`config.mk`:
```
export PLATFORM = sky130hd
export DESIGN_NAME = pc_seq
export DESIGN_NICKNAME = d
export VERILOG_FILES = /design/src/rtl/pc_seq_pkg.sv /design/src/rtl/pc.sv /design/src/rtl/pc_seq.sv
export SDC_FILE = /design/constraint.sdc
export NUM_CORES = 1
export LEC_CHECK = 0
export BUFFER_PORTS_ARGS = -buffer_cell sky130_fd_sc_hd__clkbuf_2
export CORE_MARGIN = 4
export CORE_UTILIZATION = 30
export DETAILED_ROUTE_END_ITERATION = 10
export SLEW_MARGIN = 20
export SYNTH_ARGS = -nofsm -noshare
export SYNTH_HDL_FRONTEND = slang
export SYNTH_HIERARCHICAL = 1
export SYNTH_SLANG_ARGS = --single-unit
```
`constraint.sdc`:
```
create_clock -name clk -period 3.7 [get_ports clk]
set_clock_uncertainty 0.05 [all_clocks]
set_input_delay 0.185 -clock clk [delete_from_list [all_inputs] [get_ports clk]]
set_output_delay 0.185 -clock clk [all_outputs]
set_load 0.02 [all_outputs]
```
`src/rtl/pc_seq_pkg.sv`:
```
// Shared definitions for the instruction-fetch sequencer: widths, state
// encodings, next-PC select and the fetch payload seen by decode.
package pc_seq_pkg;

  localparam int unsigned XLEN        = 64;
  localparam int unsigned ILEN        = 32;
  localparam int unsigned INSTR_BYTES = 4;

  localparam logic [XLEN-1:0] RESET_PC = '0;

  typedef enum logic [1:0] {
    ST_IDLE = 2'd0,
    ST_REQ  = 2'd1,
    ST_WAIT = 2'd2,
    ST_HOLD = 2'd3
  } state_e;

  typedef enum logic [1:0] {
    NPC_HOLD  = 2'd0,
    NPC_INC   = 2'd1,
    NPC_REDIR = 2'd2
  } npc_sel_e;

  typedef struct packed {
    logic [XLEN-1:0] pc;
    logic [ILEN-1:0] instr;
  } fetch_pkt_t;

  // Redirect targets are forced onto a 4-byte boundary.
  function automatic logic [XLEN-1:0] align_target(input logic [XLEN-1:0] addr);
    return {addr[XLEN-1:2], 2'b00};
  endfunction

  function automatic logic is_misaligned(input logic [XLEN-1:0] addr);
    return |addr[1:0];
  endfunction

endpackage

```
`src/rtl/pc.sv`:
```
// Program counter register with synchronous reset to RESET_PC.
module pc
  import pc_seq_pkg::*;
(
  input  logic            clk,
  input  logic            reset,
  input  logic [XLEN-1:0] pc_in,
  output logic [XLEN-1:0] pc_out
);

  logic [XLEN-1:0] pc_q;

  always_ff @(posedge clk) begin
    if (reset) begin
      pc_q <= RESET_PC;
    end else begin
      pc_q <= pc_in;
    end
  end

  assign pc_out = pc_q;

endmodule

```
`src/rtl/pc_seq.sv`:
```
// Instruction-fetch sequencer: one outstanding imem request, valid/ready hand-off
// to decode, and redirect handling that can squash an in-flight response.
module pc_seq
  import pc_seq_pkg::*;
(
  input  logic            clk,
  input  logic            reset,
  input  logic            redirect_valid,
  input  logic [XLEN-1:0] redirect_pc,
  output logic            imem_req_valid,
  output logic [XLEN-1:0] imem_req_addr,
  input  logic            imem_req_ready,
  input  logic            imem_rsp_valid,
  input  logic [ILEN-1:0] imem_rsp_instr,
  output logic            fetch_valid,
  output logic [XLEN-1:0] fetch_pc,
  output logic [ILEN-1:0] fetch_instr,
  input  logic            fetch_ready,
  output logic [XLEN-1:0] pc_out,
  output logic            misalign_err
);

  state_e          state_q, state_d;
  logic            drop_q, drop_d;
  fetch_pkt_t      fetch_q, fetch_d;
  logic            req_valid_q, req_valid_d;
  logic            fetch_valid_q, fetch_valid_d;
  logic            misalign_q, misalign_d;
  npc_sel_e        npc_sel;
  logic [XLEN-1:0] pc_cur;
  logic [XLEN-1:0] pc_nxt;
  logic [XLEN-1:0] redir_tgt;

  pc u_pc (
    .clk    (clk),
    .reset  (reset),
    .pc_in  (pc_nxt),
    .pc_out (pc_cur)
  );

  assign redir_tgt = align_target(redirect_pc);

  // Next-state, drop flag, fetch capture and next-PC select.
  always_comb begin
    state_d = state_q;
    drop_d  = drop_q;
    fetch_d = fetch_q;
    npc_sel = NPC_HOLD;
    unique case (state_q)
      ST_IDLE: begin
        state_d = ST_REQ;
      end
      ST_REQ: begin
        if (redirect_valid) begin
          npc_sel = NPC_REDIR;
          if (imem_req_ready) begin
            state_d = ST_WAIT;
            drop_d  = 1'b1;
          end
        end else if (imem_req_ready) begin
          state_d = ST_WAIT;
          drop_d  = 1'b0;
        end
      end
      ST_WAIT: begin
        if (imem_rsp_valid) begin
          if (redirect_valid || drop_q) begin
            if (redirect_valid) begin
              npc_sel = NPC_REDIR;
            end
            drop_d  = 1'b0;
            state_d = ST_REQ;
          end else begin
            fetch_d.pc    = pc_cur;
            fetch_d.instr = imem_rsp_instr;
            npc_sel       = NPC_INC;
            state_d       = ST_HOLD;
          end
        end else if (redirect_valid) begin
          npc_sel = NPC_REDIR;
          drop_d  = 1'b1;
        end
      end
      ST_HOLD: begin
        // A redirect wins over a same-cycle fetch_ready.
        if (redirect_valid) begin
          npc_sel = NPC_REDIR;
          state_d = ST_REQ;
        end else if (fetch_ready) begin
          state_d = ST_REQ;
        end
      end
      default: begin
        state_d = ST_IDLE;
      end
    endcase
  end

  // Next-PC mux feeding the pc register; PC+4 wraps modulo 2^XLEN.
  always_comb begin
    pc_nxt = pc_cur;
    unique case (npc_sel)
      NPC_INC:   pc_nxt = pc_cur + XLEN'(INSTR_BYTES);
      NPC_REDIR: pc_nxt = redir_tgt;
      default:   pc_nxt = pc_cur;
    endcase
  end

  // Output flags are registered off the next state so they align with it.
  always_comb begin
    req_valid_d   = (state_d == ST_REQ);
    fetch_valid_d = (state_d == ST_HOLD);
    misalign_d    = redirect_valid && is_misaligned(redirect_pc);
  end

  always_ff @(posedge clk) begin
    if (reset) begin
      state_q       <= ST_IDLE;
      drop_q        <= 1'b0;
      fetch_q       <= '0;
      req_valid_q   <= 1'b0;
      fetch_valid_q <= 1'b0;
      misalign_q    <= 1'b0;
    end else begin
      state_q       <= state_d;
      drop_q        <= drop_d;
      fetch_q       <= fetch_d;
      req_valid_q   <= req_valid_d;
      fetch_valid_q <= fetch_valid_d;
      misalign_q    <= misalign_d;
    end
  end

  assign imem_req_valid = req_valid_q;
  assign imem_req_addr  = pc_cur;
  assign pc_out         = pc_cur;
  assign fetch_valid    = fetch_valid_q;
  assign fetch_pc       = fetch_q.pc;
  assign fetch_instr    = fetch_q.instr;
  assign misalign_err   = misalign_q;

endmodule

```
---- Word level (Yosys, flattened, before mapping) ----
Index checks and enable logic that the tools add are counted.
storage, ports and cells
  flip-flop bits (word level) ............. 166
  latch bits .............................. 0
  memory bits (writable) .................. 0
  bits in read-only memories .............. 0
  input port bits ......................... 102
  logic and storage cells ................. 47
  memories ................................ 0
operators by class
  add/sub/neg operators ................... 1
  multiply operators ...................... 0
  divide/modulo/power cells ............... 0
  $lt $le $gt $ge ......................... 0
  equality and inequality tests ........... 10
  shifts and indexed selects .............. 0
  multiplexer cells ....................... 18
  bitwise gates (word level) .............. 1
  reductions and logical operators ........ 9
operator list
  kind                     count
  $pmux W64 S2             1
  $add A64 B3 Y64 const B  1
  $mux W2                  8
  $eq A2 B2 Y1 const B     4
  $pmux W2 S4              1
  $eq A2 B1 Y1 const B     3
  $mux W1                  6
  $ne A3 B3 Y1 const B     2
  $pmux W2 S2              1
  $reduce_and A4 Y1        1
  $reduce_bool A2 Y1       2
  $reduce_or A2 Y1         2
  $reduce_and A3 Y1        1
  $logic_not A2 Y1         1
  $ne A2 B2 Y1 const B     1
  $pmux W1 S2              1
  $logic_and A1 B1 Y1      1
  $logic_or A1 B1 Y1       1
  $not A1 Y1               1

---- Depth between registers and ports, before layout ----
  depth in word-level cells ............... 6
  depth in mapped cells ................... 15
  mapped depth without buffers ............ 10

---- Hierarchy ----
Netlist, hierarchy kept.
modules (own cells, without submodules)
  module  times used  cells an instance  area an instance (um2)  sequential area each (um2)
  pc_seq  1           1016               7023.0                  2042.0
  pc      1           135                1918.1                  1281.2

---- Worst setup path after synthesis ----
Ideal clock, no wire load.
  path kind ............................... reg-to-reg
  from .................................... register state_q[1]
  to ...................................... register u_pc.pc_q[35] (netlist: u_pc/pc_out[35])
  setup time .............................. 114 ps
  data arrival time ....................... 2799 ps
  required time ........................... 3536 ps
  path slack .............................. 737 ps
  cell stages (with the launch flop) ...... 14
  path buffers ............................ 5
  path through ............................ dfxtp_1 -> nor2b_1 -> nand2_1 -> or3_1 -> buf_2 -> buf_1 -> ha_1 -> clkbuf_1 -> clkbuf_1 -> buf_1 -> nor2_1 -> a21oi_1 -> nand3_1 -> nor2b_2
on the way
  word-level cells in the longest chain between the ends .. 5
  elaborated cells on any way between the ends .. 9
  classes of those cells .................. eq/ne (5); mux (2); reduce/logical (2)
RTL lines
  element                                              RTL line       source
  start, declared                                      pc_seq.sv:23   state_e state_q, state_d;
  start signal, assigned                               pc_seq.sv:125  state_q <= state_d;
  $eq A2 B2 Y1 / $eq A2 B1 Y1 (equally long branches)  pc_seq.sv:49   unique case (state_q)
  $reduce_or A2 Y1 (no line)                           -
  $pmux W2 S2 *                                        pc_seq.sv:49
  $eq A2 B2 Y1 / $eq A2 B1 Y1 (equally long branches)  pc_seq.sv:102  unique case (npc_sel)
  $pmux W64 S2 *                                       pc_seq.sv:102
  net pc_nxt[35]                                       pc_seq.sv:31   logic [XLEN-1:0] pc_nxt;
  end signal, assigned                                 pc.sv:17       pc_q <= pc_in;
  end, declared                                        pc.sv:11       logic [XLEN-1:0] pc_q;
The timed path passes the listed nets; every way through them passes the cells marked *.
A chain may end at the register's enable or synchronous reset.

---- Final worst setup path ----
  from .................................... register state_q[1]
  to ...................................... register u_pc.pc_q[41] (netlist: u_pc/pc_out[41])
The elaborated chain is that of the path after synthesis.

==> impl_summary.md <==
Critical path
The cell class contributing the biggest share of worst-path delay is simple AND/OR/NAND/NOR gates. At the worst endpoint, the arrival time is 3.56 ns. Setup slack on the worst reg-to-reg path comes out at 0.46 ns. The number of buffer and inverter instances along the worst setup path is 1. The type of element launching the critical path is a register. The worst register-to-register path has a depth of 10. The critical path endpoint category is a register. The worst register-to-register path begins at state_q[1]. Along the worst path, the maximum fanout reaches 20. In this run the critical register-to-register path is captured at u_pc/pc_out[41]. The critical-path cell with the highest stage delay is sky130_fd_sc_hd__and4b_1. The setup path with the least slack is of type reg2reg. The data required time of the critical path is 4.02 ns. For this run, the slowest stage of the critical path takes 0.58 ns. Walking the worst path, the cells encountered are nor2b_1, nand2_1, or3_4, clkinv_2, ha_2, nand2b_1, and4b_1, nand3_1, o311ai_1, nor2b_2.

Timing
The sum of negative setup slack is 0 ns. Setup violations remaining at the end of the flow were counted as 0. Derived from the worst setup path, the maximum achievable clock frequency is 308.8 MHz. Dividing the final minimum period by the clock period gives 0.8754. The time the final worst path needs with I/O delays and setup is 3.239 ns. Setup repair after global routing left no endpoint under its margin. In this run the tightest slew margin relative to its limit is 0.3131. The worst hold slack across all endpoints is 0.01061 ns. The number of endpoints with negative hold slack in the final report is 0.

The total count of max-transition violations in the final report came to 0. Setup slack closes at 0.4612 ns. The worst-margin pin slew is 1.030 ns.

Global route
Entering global routing, the biggest net connects 98 pins. The global router's overall resource usage is 0.1896. The global-route congestion overflow total is 0.

The first-pass GRT wire length is 50.38 mm. The number of global-route vias before repair is 8,850. The initial antenna violation count is 3.

Yosys
The fraction of the mapped netlist area in simple logic gates is 0.3336. After synthesis, the largest family of logic cells by area is simple AND/OR/NAND/NOR gates. Summed over all instances, the cell type with the most area after synthesis is sky130_fd_sc_hd__dfxtp_1. For this run, asynchronously set or reset flops after synthesis account for 0. The flip-flop and latch count after synthesis is 166. The number of library cell types mapped by synthesis is 66.

Synthesis produced a netlist with a net count of 1,256. The number of synthesized flops with an enable pin is 0. Of the total synthesized cell area, the portion taken by full adders, half adders and majority gates is 0.004198. After technology mapping, the gate count stands at 1,151. The total standard cell area after synthesis is 8941 um2. The Yosys step of the flow raised 6 warnings. The post-synthesis compound-gate area fraction came to 0.1717. For this run, the register share of the synthesized area comes to 0.3717. Of the total synthesized cell area, the portion taken by XOR and XNOR cells is 0. The share of the synthesized area in the top cell type is 0.3717. By area the synthesized netlist is led by sky130_fd_sc_hd__dfxtp_1, sky130_fd_sc_hd__nand2_1, sky130_fd_sc_hd__a21oi_1. The mean cell area of the mapped netlist is 7.768 um2. In the synthesized netlist the dominant register cell turns out to be sky130_fd_sc_hd__dfxtp_1. Of the post-synthesis cell area, the part taken by muxes is 0.006717.

Route
The number of design-rule violations left by the first detailed-router iteration is 760. Summing over every cut layer, the via total after detailed routing is 9,148. The detail route stage leaves a number of antenna-violating nets equal to 0. The routed wire length is 32.10 mm.

The average wire per standard cell is 17.75 um. For this run, design rule violations remaining after detail routing come to 0. Using the TritonRoute via totals, the vias-per-cell ratio works out to 5.057. For this run, the detailed router's first-pass iteration total came to 7.

Hold path
The type of the worst min-delay path is in2reg. The hold path depth is 4. The startpoint identified for the worst hold timing path is redirect_pc[42]. The worst hold path endpoint is u_pc/pc_out[42].

Place
Detailed placement finished with a half-perimeter wire length of 22.26 mm. The worst setup slack after placement is 0.5031 ns. The global placer's final weighted congestion is 0.8702.

Port buffering added 328 buffers.

Clocking
The buffer depth of the longest clock path is 2. Buffers added to address setup during post-CTS repair amount to 0. The total clock buffers created by CTS is 17. The clock drives 166 sinks. The number of levels in the clock H-tree is 4. The clock insertion delay at the later pin of the skew report is 0.43 ns. The clock tree from TritonCTS is yes. After clock tree synthesis, the clock-pin slew on the worst setup and hold paths is 0.07 ns.

The cell sitting at the root of the clock tree is a sky130_fd_sc_hd__clkbuf_16.

Cells and area
The number of fill cells is 3,014. The final layout contains 1,515 nets. From synthesis to final layout, the design area changed by 27.40%.

In the final layout, the share of cells above drive strength 1 is 0.3338.

Die
The height of the chip is 180.6 um. The initial cell density of the core is 0.3082. The row count is 62.

The floorplan die width is 180.6 um. During I/O placement, the number of pins put on the boundary was 329. The floorplan step defined a die boundary enclosing 32,630 um2.

The core region is 29,010 um2.

Flow run
Max-cap violations in this run came to 0.

Status
The flow ran to the end, and the final reports show no timing, DRC or antenna violations.

Power and ir drop
In this run the power density over the cells is 369.7 nW/um2. In this run the static leakage power is 4.700 nW. The largest vdd supply drop is 0.2987 mV.
[layout by cell type (no fill, tap or decap), types with 5 or more instances in the layout]
master | Yosys | layout
sky130_fd_sc_hd__a31oi_1 | 9 | 9
sky130_fd_sc_hd__nand4_2 | 6 | 6
sky130_fd_sc_hd__or4_1 | 9 | 9
sky130_fd_sc_hd__nor2b_2 | 60 | 61
sky130_fd_sc_hd__a22oi_1 | 8 | 8
sky130_fd_sc_hd__o31a_1 | 8 | 8
sky130_fd_sc_hd__nand4_1 | 30 | 30
sky130_fd_sc_hd__nor4_1 | 12 | 12
sky130_fd_sc_hd__inv_1 | 27 | 27
sky130_fd_sc_hd__and4_1 | 6 | 6
sky130_fd_sc_hd__o211ai_1 | 7 | 7
sky130_fd_sc_hd__dfxtp_1 | 166 | 166
sky130_fd_sc_hd__nand3_1 | 38 | 38
sky130_fd_sc_hd__and3_1 | 10 | 10
sky130_fd_sc_hd__nor2b_1 | 7 | 6
sky130_fd_sc_hd__o311ai_0 | 5 | 5
sky130_fd_sc_hd__dlygate4sd3_1 | 0 | 36
sky130_fd_sc_hd__o21ai_0 | 36 | 36
sky130_fd_sc_hd__a21oi_1 | 119 | 119
sky130_fd_sc_hd__clkbuf_2 | 4 | 327
sky130_fd_sc_hd__a221o_1 | 7 | 7
sky130_fd_sc_hd__o22ai_1 | 10 | 10
sky130_fd_sc_hd__a32oi_1 | 8 | 8
sky130_fd_sc_hd__nand2_1 | 272 | 272
sky130_fd_sc_hd__buf_4 | 69 | 22
sky130_fd_sc_hd__nor3_1 | 11 | 11
sky130_fd_sc_hd__a21o_1 | 5 | 5
sky130_fd_sc_hd__clkbuf_16 | 0 | 17
sky130_fd_sc_hd__and2_1 | 14 | 14
sky130_fd_sc_hd__mux2i_1 | 6 | 6
sky130_fd_sc_hd__nor2_1 | 42 | 42
[registers in the layout, summed over array words and instances, names as in the netlist]
name / count
u_pc/pc_out: 64
fetch_valid: 1
drop_q: 1
fetch_pc: 64
imem_req_valid: 1
fetch_instr: 32
misalign_err: 1
state_q: 2
[power breakdown]
group | total, mW | leakage, nW | internal, mW | switching, mW
clock | 1.94 | 0.305 | 1.11 | 0.836
sequential | 1.86 | 1.34 | 1.81 | 0.0522
combinational | 0.404 | 3.06 | 0.165 | 0.239
[synthesized netlist by cell type (all sizes together) (2+ instances only)]
master and count:
ha 3, a32oi 8, nor3b 2, a21oi 119, and4b 2, a21o 5
o31a 8, buf 94, o21ai 36, and3 10, a31oi 9, o311ai 8
o221ai 2, dfxtp 166, a211oi 3, nor2 43, a221o 7, and2 14
mux2i 6, or3 3, or4 9, nor4 20, nand4b 2, o22ai 10
a2bb2oi 2, a22oi 8, inv 28, o31ai 2, nor2b 67, or2 3
nor3 12, nand2 273, nand4 39, o211ai 7, nand2b 4, a221oi 3
and4 6, a41oi 4, nand3 40, clkbuf 54
[metrics by stage]
step	instance area [um2]	util	cells	total power [mW]
after floorplan	8941	-	1151	2.141
after global placement	10370	0.3575	1738	2.275
after detailed placement	10370	0.3575	1738	2.278
after CTS	11360	0.3915	1806	4.266
after global routing	11390	0.3926	1809	4.369
final	11390	0.3926	1809	4.211
[kinds of logic (layout without fill, tap and decap cells)]
logic type               after synthesis  in the layout
flip-flops                           166            166
multiplexers                           6              6
AND/OR/NAND/NOR                      551            551
other                                  0              2
adder cells (fa/ha/maj)                3              3
buffers and inverters                176            448
AO/OA/AOI/OAI                        249            249
[layer usage]
metal  up-vias  GRT usage  wire length, um
li1       4466          -                -
met1      4265     0.2502            14350
met2       373     0.3103            14840
met3        44    0.04178             2264
met4         0    0.05777              642
met5         -          0                0
[layout make-up]
cell class	instances	area, um2	area share
clock inverter	13	183.9	0.01615
inverter	28	106.4	0.009337
tap	384	480.5	0.04218
sequential	166	3323	0.2917
clock buffer	19	442.9	0.03888
multi-input combinational	809	4628	0.4063
timing repair buffer	388	2221	0.1950
antenna	2	5.005	0.0004394
[timing repair]
action	4_1_cts	5_1_grt
hold buffers	36	0
resized for setup	0	0
endpoints found under the hold margin	35	0
[how the worst max path moves through the flow]
stage | start | to | slack, ns | cells past startpoint
2_1_floorplan | state_q[1] | u_pc/pc_out[35] | 0.74 | 13
3_3_place_gp | state_q[1] | u_pc/pc_out[51] | 0.58 | 11
3_5_place_dp | state_q[1] | u_pc/pc_out[41] | 0.50 | 10
4_1_cts | state_q[1] | u_pc/pc_out[41] | 0.47 | 10
5_1_grt | state_q[1] | u_pc/pc_out[41] | 0.20 | 10
6_report | state_q[1] | u_pc/pc_out[41] | 0.46 | 10
[worst min-delay path: cells and delay by family]
family	cells	cell delay, ns
AND/OR/NAND/NOR	3	0.20
buffers and inverters	1	0.08
No activity file was read; power rests on OpenSTA's default activity.
